**config.mk**
```make
export PLATFORM = sky130hd
export DESIGN_NAME = asi_ar_split
export DESIGN_NICKNAME = d
export VERILOG_FILES = /design/src/rtl/asi_pkg.sv /design/src/rtl/asi_flag_fifo.sv /design/src/rtl/asi_ar_split.sv
export SDC_FILE = /design/constraint.sdc
export NUM_CORES = 1
export LEC_CHECK = 0
export CELL_PAD_IN_SITES_DETAIL_PLACEMENT = 1
export CELL_PAD_IN_SITES_GLOBAL_PLACEMENT = 1
export CORE_MARGIN = 2
export CORE_UTILIZATION = 32
export DETAILED_ROUTE_END_ITERATION = 8
export HOLD_SLACK_MARGIN = 0.12
export PLACE_DENSITY_LB_ADDON = 0.1
export REMOVE_ABC_BUFFERS = 1
export SLEW_MARGIN = 20
export SYNTH_ARGS = -nofsm -noshare
export SYNTH_HDL_FRONTEND = slang
export SYNTH_SLANG_ARGS = --single-unit
```
**constraint.sdc**
```tcl
create_clock -name ACLK -period 22.5 [get_ports ACLK]
set_input_delay 6.75 -clock ACLK [delete_from_list [all_inputs] [get_ports ACLK]]
set_output_delay 6.75 -clock ACLK [all_outputs]
set_load 0.1 [all_outputs]
```
**src/rtl/asi_pkg.sv**
```systemverilog
// rtl/asi_pkg.sv - shared AXI burst types and constants for the AR splitter
package asi_pkg;

  typedef enum logic [1:0] {
    BURST_FIXED = 2'd0,
    BURST_INCR  = 2'd1,
    BURST_WRAP  = 2'd2
  } burst_t;

  typedef enum logic {
    ST_IDLE  = 1'b0,
    ST_SPLIT = 1'b1
  } split_state_t;

  localparam int unsigned FOUR_KB    = 4096;
  // log2 of the byte lane count for the default 128-bit data bus
  localparam int unsigned BYTES_LOG2 = 4;

endpackage

```
**src/rtl/asi_flag_fifo.sv**
```systemverilog
// rtl/asi_flag_fifo.sv - 1-bit synchronous FIFO holding per-sub-burst "parent last" flags
module asi_flag_fifo #(
  parameter int DEPTH = 8
) (
  input  logic clk,
  input  logic rst_n,
  input  logic push,
  input  logic push_data,
  input  logic pop,
  output logic head,
  output logic full,
  output logic empty
);

  localparam int PW = $clog2(DEPTH);

  logic [DEPTH-1:0] mem;
  logic [PW:0]      wr_ptr;
  logic [PW:0]      rd_ptr;
  logic             do_push;
  logic             do_pop;

  assign empty   = (wr_ptr == rd_ptr);
  assign full    = (wr_ptr[PW] != rd_ptr[PW]) && (wr_ptr[PW-1:0] == rd_ptr[PW-1:0]);
  assign head    = mem[rd_ptr[PW-1:0]];
  assign do_pop  = pop & ~empty;
  // a pop frees the slot the push needs when both land on a full FIFO
  assign do_push = push & (~full | do_pop);

  always_ff @(posedge clk or negedge rst_n) begin
    if (!rst_n) begin
      mem    <= '0;
      wr_ptr <= '0;
      rd_ptr <= '0;
    end else begin
      if (do_push) begin
        mem[wr_ptr[PW-1:0]] <= push_data;
        wr_ptr              <= wr_ptr + (PW+1)'(1);
      end
      if (do_pop) begin
        rd_ptr <= rd_ptr + (PW+1)'(1);
      end
    end
  end

endmodule

```
**src/rtl/asi_ar_split.sv**
```systemverilog
// rtl/asi_ar_split.sv - splits INCR read bursts at 4KB / MAX_BEATS and merges RLAST back
module asi_ar_split
  import asi_pkg::*;
#(
  parameter int AXI_DW     = 128,
  parameter int AXI_AW     = 40,
  parameter int AXI_IW     = 8,
  parameter int AXI_LW     = 8,
  parameter int AXI_SW     = 3,
  parameter int AXI_BURSTW = 2,
  parameter int AXI_RRESPW = 2,
  parameter int MAX_BEATS  = 256,
  parameter int SPL_FD     = 8
) (
  input  logic                  ACLK,
  input  logic                  ARESETn,
  input  logic [AXI_IW-1:0]     S_ARID,
  input  logic [AXI_AW-1:0]     S_ARADDR,
  input  logic [AXI_LW-1:0]     S_ARLEN,
  input  logic [AXI_SW-1:0]     S_ARSIZE,
  input  logic [AXI_BURSTW-1:0] S_ARBURST,
  input  logic                  S_ARVALID,
  output logic                  S_ARREADY,
  output logic [AXI_IW-1:0]     S_RID,
  output logic [AXI_DW-1:0]     S_RDATA,
  output logic [AXI_RRESPW-1:0] S_RRESP,
  output logic                  S_RLAST,
  output logic                  S_RVALID,
  input  logic                  S_RREADY,
  output logic [AXI_IW-1:0]     M_ARID,
  output logic [AXI_AW-1:0]     M_ARADDR,
  output logic [AXI_LW-1:0]     M_ARLEN,
  output logic [AXI_SW-1:0]     M_ARSIZE,
  output logic [AXI_BURSTW-1:0] M_ARBURST,
  output logic                  M_ARVALID,
  input  logic                  M_ARREADY,
  input  logic [AXI_IW-1:0]     M_RID,
  input  logic [AXI_DW-1:0]     M_RDATA,
  input  logic [AXI_RRESPW-1:0] M_RRESP,
  input  logic                  M_RLAST,
  input  logic                  M_RVALID,
  output logic                  M_RREADY
);

  localparam int RW = AXI_LW + 1;
  localparam logic [AXI_SW-1:0] SIZE_MAX = AXI_SW'($clog2(AXI_DW/8));

  split_state_t          state_q, state_d;
  logic                  arready_q;
  logic [AXI_IW-1:0]     id_q;
  logic [AXI_AW-1:0]     addr_q;
  logic [AXI_SW-1:0]     size_q;
  logic [AXI_BURSTW-1:0] burst_q;
  logic [RW-1:0]         rem_q;

  logic [AXI_AW-1:0] bpb, abase, to4k, n_full;
  logic [RW-1:0]     n;
  logic              pass_thru, last_sub;
  logic              s_hs, ar_hs, in_split;
  logic              fifo_head, fifo_full, fifo_empty, fifo_pop;

  // sub-burst length from the current cursor; pass-through issues the remainder whole
  always_comb begin
    pass_thru = (burst_q != AXI_BURSTW'(BURST_INCR)) || (size_q > SIZE_MAX);
    bpb       = AXI_AW'(1) << size_q;
    abase     = addr_q & ~(bpb - AXI_AW'(1));
    to4k      = (AXI_AW'(FOUR_KB) - {{(AXI_AW-12){1'b0}}, abase[11:0]}) >> size_q;
    n_full    = AXI_AW'(rem_q);
    if (!pass_thru) begin
      if (to4k < n_full) n_full = to4k;
      if (AXI_AW'(MAX_BEATS) < n_full) n_full = AXI_AW'(MAX_BEATS);
    end
    n        = n_full[RW-1:0];
    last_sub = (rem_q == n);
  end

  assign in_split  = (state_q == ST_SPLIT);
  assign S_ARREADY = arready_q;
  assign M_ARVALID = in_split & ~fifo_full;
  assign M_ARID    = in_split ? id_q : '0;
  assign M_ARADDR  = in_split ? addr_q : '0;
  assign M_ARLEN   = in_split ? AXI_LW'(n - RW'(1)) : '0;
  assign M_ARSIZE  = in_split ? size_q : '0;
  assign M_ARBURST = in_split ? burst_q : '0;

  assign s_hs  = S_ARVALID & arready_q;
  assign ar_hs = M_ARVALID & M_ARREADY;

  always_comb begin
    state_d = state_q;
    case (state_q)
      ST_IDLE:  if (s_hs) state_d = ST_SPLIT;
      ST_SPLIT: if (ar_hs && last_sub) state_d = ST_IDLE;
      default:  state_d = ST_IDLE;
    endcase
  end

  always_ff @(posedge ACLK or negedge ARESETn) begin
    if (!ARESETn) begin
      state_q   <= ST_IDLE;
      arready_q <= 1'b0;
      id_q      <= '0;
      addr_q    <= '0;
      size_q    <= '0;
      burst_q   <= '0;
      rem_q     <= '0;
    end else begin
      state_q   <= state_d;
      arready_q <= (state_d == ST_IDLE);
      if (s_hs) begin
        id_q    <= S_ARID;
        addr_q  <= S_ARADDR;
        size_q  <= S_ARSIZE;
        burst_q <= S_ARBURST;
        rem_q   <= RW'(S_ARLEN) + RW'(1);
      end else if (ar_hs) begin
        addr_q <= abase + (n_full << size_q);
        rem_q  <= rem_q - n;
      end
    end
  end

  asi_flag_fifo #(.DEPTH(SPL_FD)) u_flag_fifo (
    .clk       (ACLK),
    .rst_n     (ARESETn),
    .push      (ar_hs),
    .push_data (last_sub),
    .pop       (fifo_pop),
    .head      (fifo_head),
    .full      (fifo_full),
    .empty     (fifo_empty)
  );

  // R merge: only the sub-burst flagged as the parent's last keeps its RLAST
  assign S_RID    = M_RID;
  assign S_RDATA  = M_RDATA;
  assign S_RRESP  = M_RRESP;
  assign S_RVALID = M_RVALID;
  assign M_RREADY = S_RREADY;
  assign S_RLAST  = M_RLAST & (fifo_empty | fifo_head);
  assign fifo_pop = M_RVALID & S_RREADY & M_RLAST;

endmodule
```
==> reports/summary.md, run 1 <==
The worst hold path cell count came out at 2. Synthesis produced 1141 cells. In this run the worst hold path is classified as register to register. After the first detailed-routing iteration, the DRC count stood at 469.

The tools report the number of global-route vias before repair as 8169. Clock tree synthesis inserted a total of 9 buffers. The tools report the count of synthesis-stage warnings from yosys as 0.

The minimum setup slack after placement is 7.21 ns. Data arrives at the worst endpoint at 8.71 ns. Synthesis inferred 80 register bits.

Capture point of the worst reg-to-reg path: addr_q[32]$_DFFE_PN0P_. The synthesis-to-layout area growth is 9.18%. Sorting the synthesized cells by how often they occur yields buf_4, nand2_1, nor2_1. The area occupied by multi-input gates is 0.00549 mm². The first detailed-routing pass took 5 iterations. The logs give 0 for the post-cts repair resize count and 0.0294 mm² for the area of the die. The area fraction of the dominant cell type after synthesis is 22.3%. The final hold violation count was 0; the final routed DRC violation total was 0. At the pin with the least slew margin, the transition time is 1.05 ns. The minimum clock period came out at 15.46 ns. Detailed routing placed a total of 11900 µm of wire on met3. The logs give 64.7 MHz for the maximum clock frequency and 43600 µm for the HPWL reported at the end of detailed placement. By area the synthesized netlist is led by dfrtp_1, buf_4, ha_1. For the count of antenna-violating nets left after detailed routing, the log shows 0. The number of max-slew violations in the final report is 0. The first-pass GRT wire length was 68900 µm. The vertical extent of the die works out to 171 µm. The register area came out at 0.00200 mm². The type of origin of the critical path is a register. For the final routed database, the setup TNS stands at 0 ns.

The number of antenna cells inserted came out at 0. Headroom to the max-slew limit came out at 30.0%. Summed over all layers, the routed wires come to 51400 µm.

The worst hold path begins at id_q[3]$_DFFE_PN0P_. The tools report the total number of placement rows as 61. Once the floorplan was initialized, standard cells occupied 32.4% of the core. Clock tree synthesis found a total of 80 sinks.

In the global route stage, overall resource usage came out at 34.7%. The floorplan step set the die width to 171 µm. Setup repair after global routing left no endpoint under its margin. The sequential share of the synthesized area was 22.3%. The via count of the routed design was 8257.

The largest delay contributor family on the critical path is buffers and inverters. The root buffer selected by CTS was clkbuf_16. Largest fanout of any net on the critical path: 41. After the last flow step, the layout net total stands at 1337. Netlist area before placement: 0.00897 mm². 410 I/O pins were placed. Number of buffers on the longest clock path: 2. Entering global routing, the biggest net connects 90 pins.

In this run the standard cell core region covers 0.0277 mm². The tools report the setup violation total in the final timing report as 0. The run gives 0 as the number of buffers inserted by hold repair at cts. For the number of fill cells, the log shows 3291. After clock tree synthesis, the clock-pin slew on the worst setup and hold paths is 0.07 ns.

The via-per-instance ratio is 5.62. For this block, wires on met1 add up to 14900 µm. The final worst clock skew was 0.0169 ns.

After synthesis, the share of flip-flops with an asynchronous set or reset is 100%. The run gives 0 as the number of maximum-capacitance constraint violations. The top routing layer in use was met5.

The layout cell share with drive strength beyond 1 works out to 8.06%. The number of cells on the worst reg-to-reg path is 40. The number of buffers and inverters on the critical path is 7. Summed over all layers, the global routing overflow is 0.

The tools report the launch instance of the worst register-to-register path as size_q[2]$_DFFE_PN0P_. In the final routed layout, each cell accounts on average for 34.9 µm. The critical path start-end classification is register to primary output.

Post-CTS setup-driven buffer insertion count: 0. Among all cell types in the netlist, the one instantiated most often is buf_4. Placer congestion estimate: 0.989. The share of the core filled with cells in the final layout is 35.4%.

Port buffering added 133 buffers. In the finished design, the share of the clock period the worst path needs comes to 68.7%. In this run the mean area of a mapped cell was 7.86 µm². For this run, the slowest stage of the critical path takes 1.22 ns.

The critical path starts at size_q[2]$_DFFE_PN0P_. The number of library cell types mapped by synthesis is 100. The flow ran to the end, and the final reports show no timing, DRC or antenna violations. Across all setup checks in the final design, the least slack found is 7.04 ns. TritonCTS built the clock tree. The run gives 0.35 ns as the clock network latency to the later pin of the worst-skew pair. The largest individual stage delay along the critical path comes from the cell clkdlybuf4s50_1. For the reg-to-reg setup timing slack, the log shows 12.55 ns. Detailed routing placed a total of 20500 µm of wire on met2. Required arrival time at the worst endpoint: 15.75 ns. The worst hold path terminates at id_q[3]$_DFFE_PN0P_. The cell type contributing the most total cell area after synthesis is dfrtp_1. The H-tree was split into 3 levels. The element type at the critical path end is a primary output. In this run, synthesis inferred 0 flip-flops with an integrated enable. The initial antenna violation count was 0. Most common flop cell mapped by yosys: dfrtp_1.
## worst min-delay path, stage by stage, from the launching register on
cell and delay [ns]:
dfrtp_1 0.34, nand2_1 0.05, nand2_1 0.06
## registers in the layout (all words and copies together) (netlist names)
signal / flops
u_flag_fifo.wr_ptr: 4
S_ARREADY: 1
burst_q: 2
addr_q: 40
id_q: 8
u_flag_fifo.rd_ptr: 4
in_split: 1
u_flag_fifo.mem: 8
size_q: 3
rem_q: 9
## metal layers
metal,track usage (%),vias to the layer above
met2,49.0,509
li1,-,3738
met4,20.6,10
met3,36.3,87
met1,28.9,3913
met5,16.9,-
## layout make-up
class	instances	share of cell area [%]
flip-flops and latches	80	20.4
repair buffers	141	14.2
inverters	38	1.46
well taps	378	4.83
clock buffers	10	2.34
multi-input cells	817	56.0
clock inverters	6	0.766
## how the worst max path moves through the flow
stage / slack (ns) / cells after the start / end
floorplan: 6.81 / 1 / S_RLAST
global placement: 7.20 / 3 / S_RLAST
detailed placement: 7.21 / 3 / S_RLAST
CTS: 7.10 / 28 / M_ARLEN[6]
global route: 6.47 / 28 / M_ARLEN[6]
finish: 7.04 / 28 / M_ARLEN[6]
## placed cells by master (no fill, tap or decap), types with 9 or more instances in the layout
| cell type | instances |
|---|---|
| clkdlybuf4s50_1 | 132 |
| and3_1 | 15 |
| a21oi_1 | 65 |
| ha_1 | 42 |
| o2111ai_1 | 9 |
| mux2i_1 | 19 |
| nand2_1 | 122 |
| xnor2_1 | 32 |
| nand3_1 | 25 |
| nor3_1 | 23 |
| a21o_1 | 15 |
| nor2b_1 | 9 |
| nand4_1 | 10 |
| and2_1 | 52 |
| a211oi_1 | 13 |
| clkbuf_16 | 9 |
| nor2_1 | 90 |
| mux2_2 | 15 |
| a31oi_1 | 14 |
| inv_1 | 31 |
| nand2b_1 | 11 |
| buf_4 | 9 |
| o21ai_0 | 59 |
| xor2_1 | 28 |
| dfrtp_1 | 80 |
## per-stage QoR
step	hold slack [ns]	area, µm²	instances
final	0.471	9800	1470
after global routing	0.487	9800	1470
after CTS	0.477	9800	1470
after detailed placement	0.458	9490	1454
after global placement	0.453	9490	1454
after floorplan	0.438	7620	935
## cell families after synthesis
| logic type | count (synthesis) | synth area share [%] |
|---|---|---|
| buffers and inverters | 247 | 16.7 |
| AOI/OAI and AO/OA | 263 | 20.1 |
| DFF | 80 | 22.3 |
| and+or+nand+nor | 402 | 22.3 |
| adders and majority gates | 44 | 6.30 |
| muxes | 42 | 5.82 |
| xor gates and xnor gates | 62 | 6.35 |
| other | 1 | 0.0418 |
Power of run 1 is not shown: default switching activity piles up to over one toggle a cycle in this logic, so the estimate is an artifact.
==> run 2, diff against run 1 <==
- CORE_UTILIZATION: 32 -> 30
- clock period: 22.5 -> 16.2 ns (I/O delays scaled with it)
==> reports/summary.md, run 2 (synthesized netlist as in run 1, its figures left out) <==
The run finished with clean final reports. The number of buffers inserted by port buffering is 133 (unchanged). Static timing analysis puts the maximum clock frequency at 72.6 MHz.

The run gives 0.00981 mm² (was 0.00980 mm²) as the cell area after layout. The total number of placement rows is 63 (was 61), and the number of global-route vias before repair is 8299 (was 8169). The final worst clock skew is 0.0165 ns (was 0.0169 ns), and the critical path's largest stage delay is 1.22 ns (about the same). The total wire length was 52100 µm (was 51400 µm); the detailed-router iteration count before antenna repair was 5 (unchanged). The first-pass GRT wire length is 70600 µm (was 68900 µm). The tools report the final sum of negative setup slack as 0 ns (unchanged). The starting density of the core came out at 30.4% (was 32.4%).

The detail-routed net length per standard cell is 35.1 µm (was 34.9 µm). The tools report the worst hold path endpoint as id_q[1]$_DFFE_PN0P_ (was id_q[3]$_DFFE_PN0P_). The most common cell after layout, fill and taps aside was clkdlybuf4s50_1 (unchanged). The width of the die was 177 µm (was 171 µm); the area of the die was 0.0313 mm² (was 0.0294 mm²).

The largest delay contributor family on the critical path was compound AO/OA/AOI/OAI gates (was buffers and inverters). The tools report the number of levels in the clock H-tree as 3 (unchanged). The run gives 0.975 (was 0.989) as the placer congestion estimate. The launch point of the critical path is size_q[2]$_DFFE_PN0P_ (unchanged). The count of antenna-violating nets left after detailed routing was 0 (unchanged); the number of max-slew violations in the final report was 0 (unchanged).

Clock network latency to the later pin of the worst-skew pair: 0.35 ns (about the same). The launch instance of the worst register-to-register path is size_q[2]$_DFFE_PN0P_ (unchanged). The number of antenna cells inserted was 0 (unchanged). The run gives 0 (unchanged) as the final hold violation count. For the arrival time at the worst endpoint, the log shows 8.91 ns (was 8.71 ns). Commonest cells after routing, fill and taps aside: clkdlybuf4s50_1, nand2_1, nor2_1 (unchanged). The total CTS buffers was 9 (unchanged); the HPWL reported at the end of detailed placement was 43800 µm (was 43600 µm). The post-cts repair resize count is 0 (unchanged), and the first-iteration detailed-routing DRC count is 554 (was 469). The area after detailed placement was 0.00951 mm² (was 0.00949 mm²). TritonCTS built the clock tree. The via count of the routed design was 8187 (was 8257). The number of maximum-capacitance constraint violations was 0 (unchanged). The synthesis-to-layout area growth is 9.34% (was 9.18%), and the initial antenna violation count is 0 (unchanged). The launch point of the worst hold path was id_q[1]$_DFFE_PN0P_ (was id_q[3]$_DFFE_PN0P_). Via-per-instance ratio: 5.52 (was 5.62). The highest-delay cell along the critical path was clkdlybuf4s50_1 (unchanged). The type of the tightest min-delay check is register to register (unchanged).

Largest fanout of any net on the critical path: 24 (was 41). Setup repair after global routing left no endpoint under its margin. Element type at the critical path end: a primary output (unchanged). Required arrival time at the worst endpoint: 11.34 ns (was 15.75 ns). The type of origin of the critical path is a register (unchanged).

The share of the core filled with cells in the final layout is 33.2% (was 35.4%). The number of buffers on the longest clock path is 2 (unchanged), and the setup slack after layout is 2.43 ns (was 7.04 ns). The reg-to-reg setup timing slack is 6.15 ns (was 12.55 ns), and the depth of the worst register-to-register path is 39 (was 40). The run gives 80 (unchanged) as the number of clock sinks seen by CTS.

The global-route congestion overflow total is 0 (unchanged). The tools report the number of fill cells as 3541 (was 3291). The largest net degree at the start of global routing was 90 (unchanged); the number of nets in the finished design was 1337 (unchanged). The standard cell core area was 0.0296 mm² (was 0.0277 mm²); the final worst-path cycle share was 85.0%.

The buffers plus inverters on the worst setup path came out at 6 (was 7). The post-CTS clock slew at the launch and capture registers of the worst setup and hold paths came out at 0.07 ns (about the same). The post-CTS setup-driven buffer insertion count is 0 (unchanged), and the minimum clock period is 13.77 ns. The register bank with the most flops is addr_q (unchanged).

The worst relative slew slack is 29.9% (was 30.0%). The logs give 410 (unchanged) for the number of top-level pins and 0 (unchanged) for the number of buffers inserted by hold repair at cts. The worst hold path cell count came out at 2 (unchanged). The critical path start-end classification is register to primary output (unchanged). Transition time at the pin with the least slew margin: 1.05 ns (about the same). Largest registers ranked by flip-flop count: addr_q (40), rem_q (9) (unchanged). The overall routing resource usage is 32.9% (was 34.7%), and the layout cell share with drive strength beyond 1 is 8.06% (unchanged). The setup violation total in the final timing report is 0 (unchanged). The minimum setup slack after placement is 2.89 ns (was 7.21 ns). The number of flip-flops under the largest register name was 40 (unchanged).

The capture point of the worst reg-to-reg path is addr_q[32]$_DFFE_PN0P_ (unchanged). Root buffer selected by CTS: clkbuf_16 (unchanged). The final routed DRC violation total is 0 (unchanged), and the vertical extent of the die is 177 µm (was 171 µm).
run 2: cell counts in the layout (fill, tap and decap cells not counted):
Identical to the previous run, type by type.
run 2: cell type report:
cell class | count | area, µm² | share of cell area [%]
tap | 390 | 488 | 4.97
inverter | 38 | 143 | 1.45
timing repair buffer | 141 | 1390 | 14.2
multi-input combinational | 817 | 5490 | 55.9
clock inverter | 6 | 75.1 | 0.765
sequential | 80 | 2000 | 20.4
clock buffer | 10 | 229 | 2.33
run 2: worst reg2reg max path: cells and delay by family, from the launching register on:
family	cells	cell delay [ns]
compound gates	17	4.53
xor+xnor	1	0.21
fa+ha+maj	4	1.05
buf+inv	6	1.03
flops	1	0.88
simple gates	11	2.28
run 2: per-stage QoR:
| stage | cells | hold slack [ns] |
|---|---|---|
| 2_1_floorplan | 935 | 0.438 |
| 3_3_place_gp | 1466 | 0.452 |
| 3_5_place_dp | 1466 | 0.459 |
| 4_1_cts | 1482 | 0.474 |
| 5_1_grt | 1482 | 0.499 |
| 6_report | 1482 | 0.473 |
run 2: how the worst max path moves through the flow:
stage / end / slack, ns / depth (start not counted)
floorplan: M_ARLEN[6] / 3.69 / 26
global placement: M_ARLEN[6] / 3.02 / 25
detailed placement: M_ARLEN[6] / 2.89 / 27
CTS: M_ARLEN[6] / 2.52 / 27
global route: M_ARLEN[6] / 1.94 / 27
finish: M_ARLEN[6] / 2.43 / 27
run 2: metal layers:
layer	share of wire, %	GRT usage [%]
met1	31	28.4
met2	40	47.0
met3	23	34.5
met4	5.6	16.2
met5	1.1	13.8
Power of run 2 is left out for the same reason.
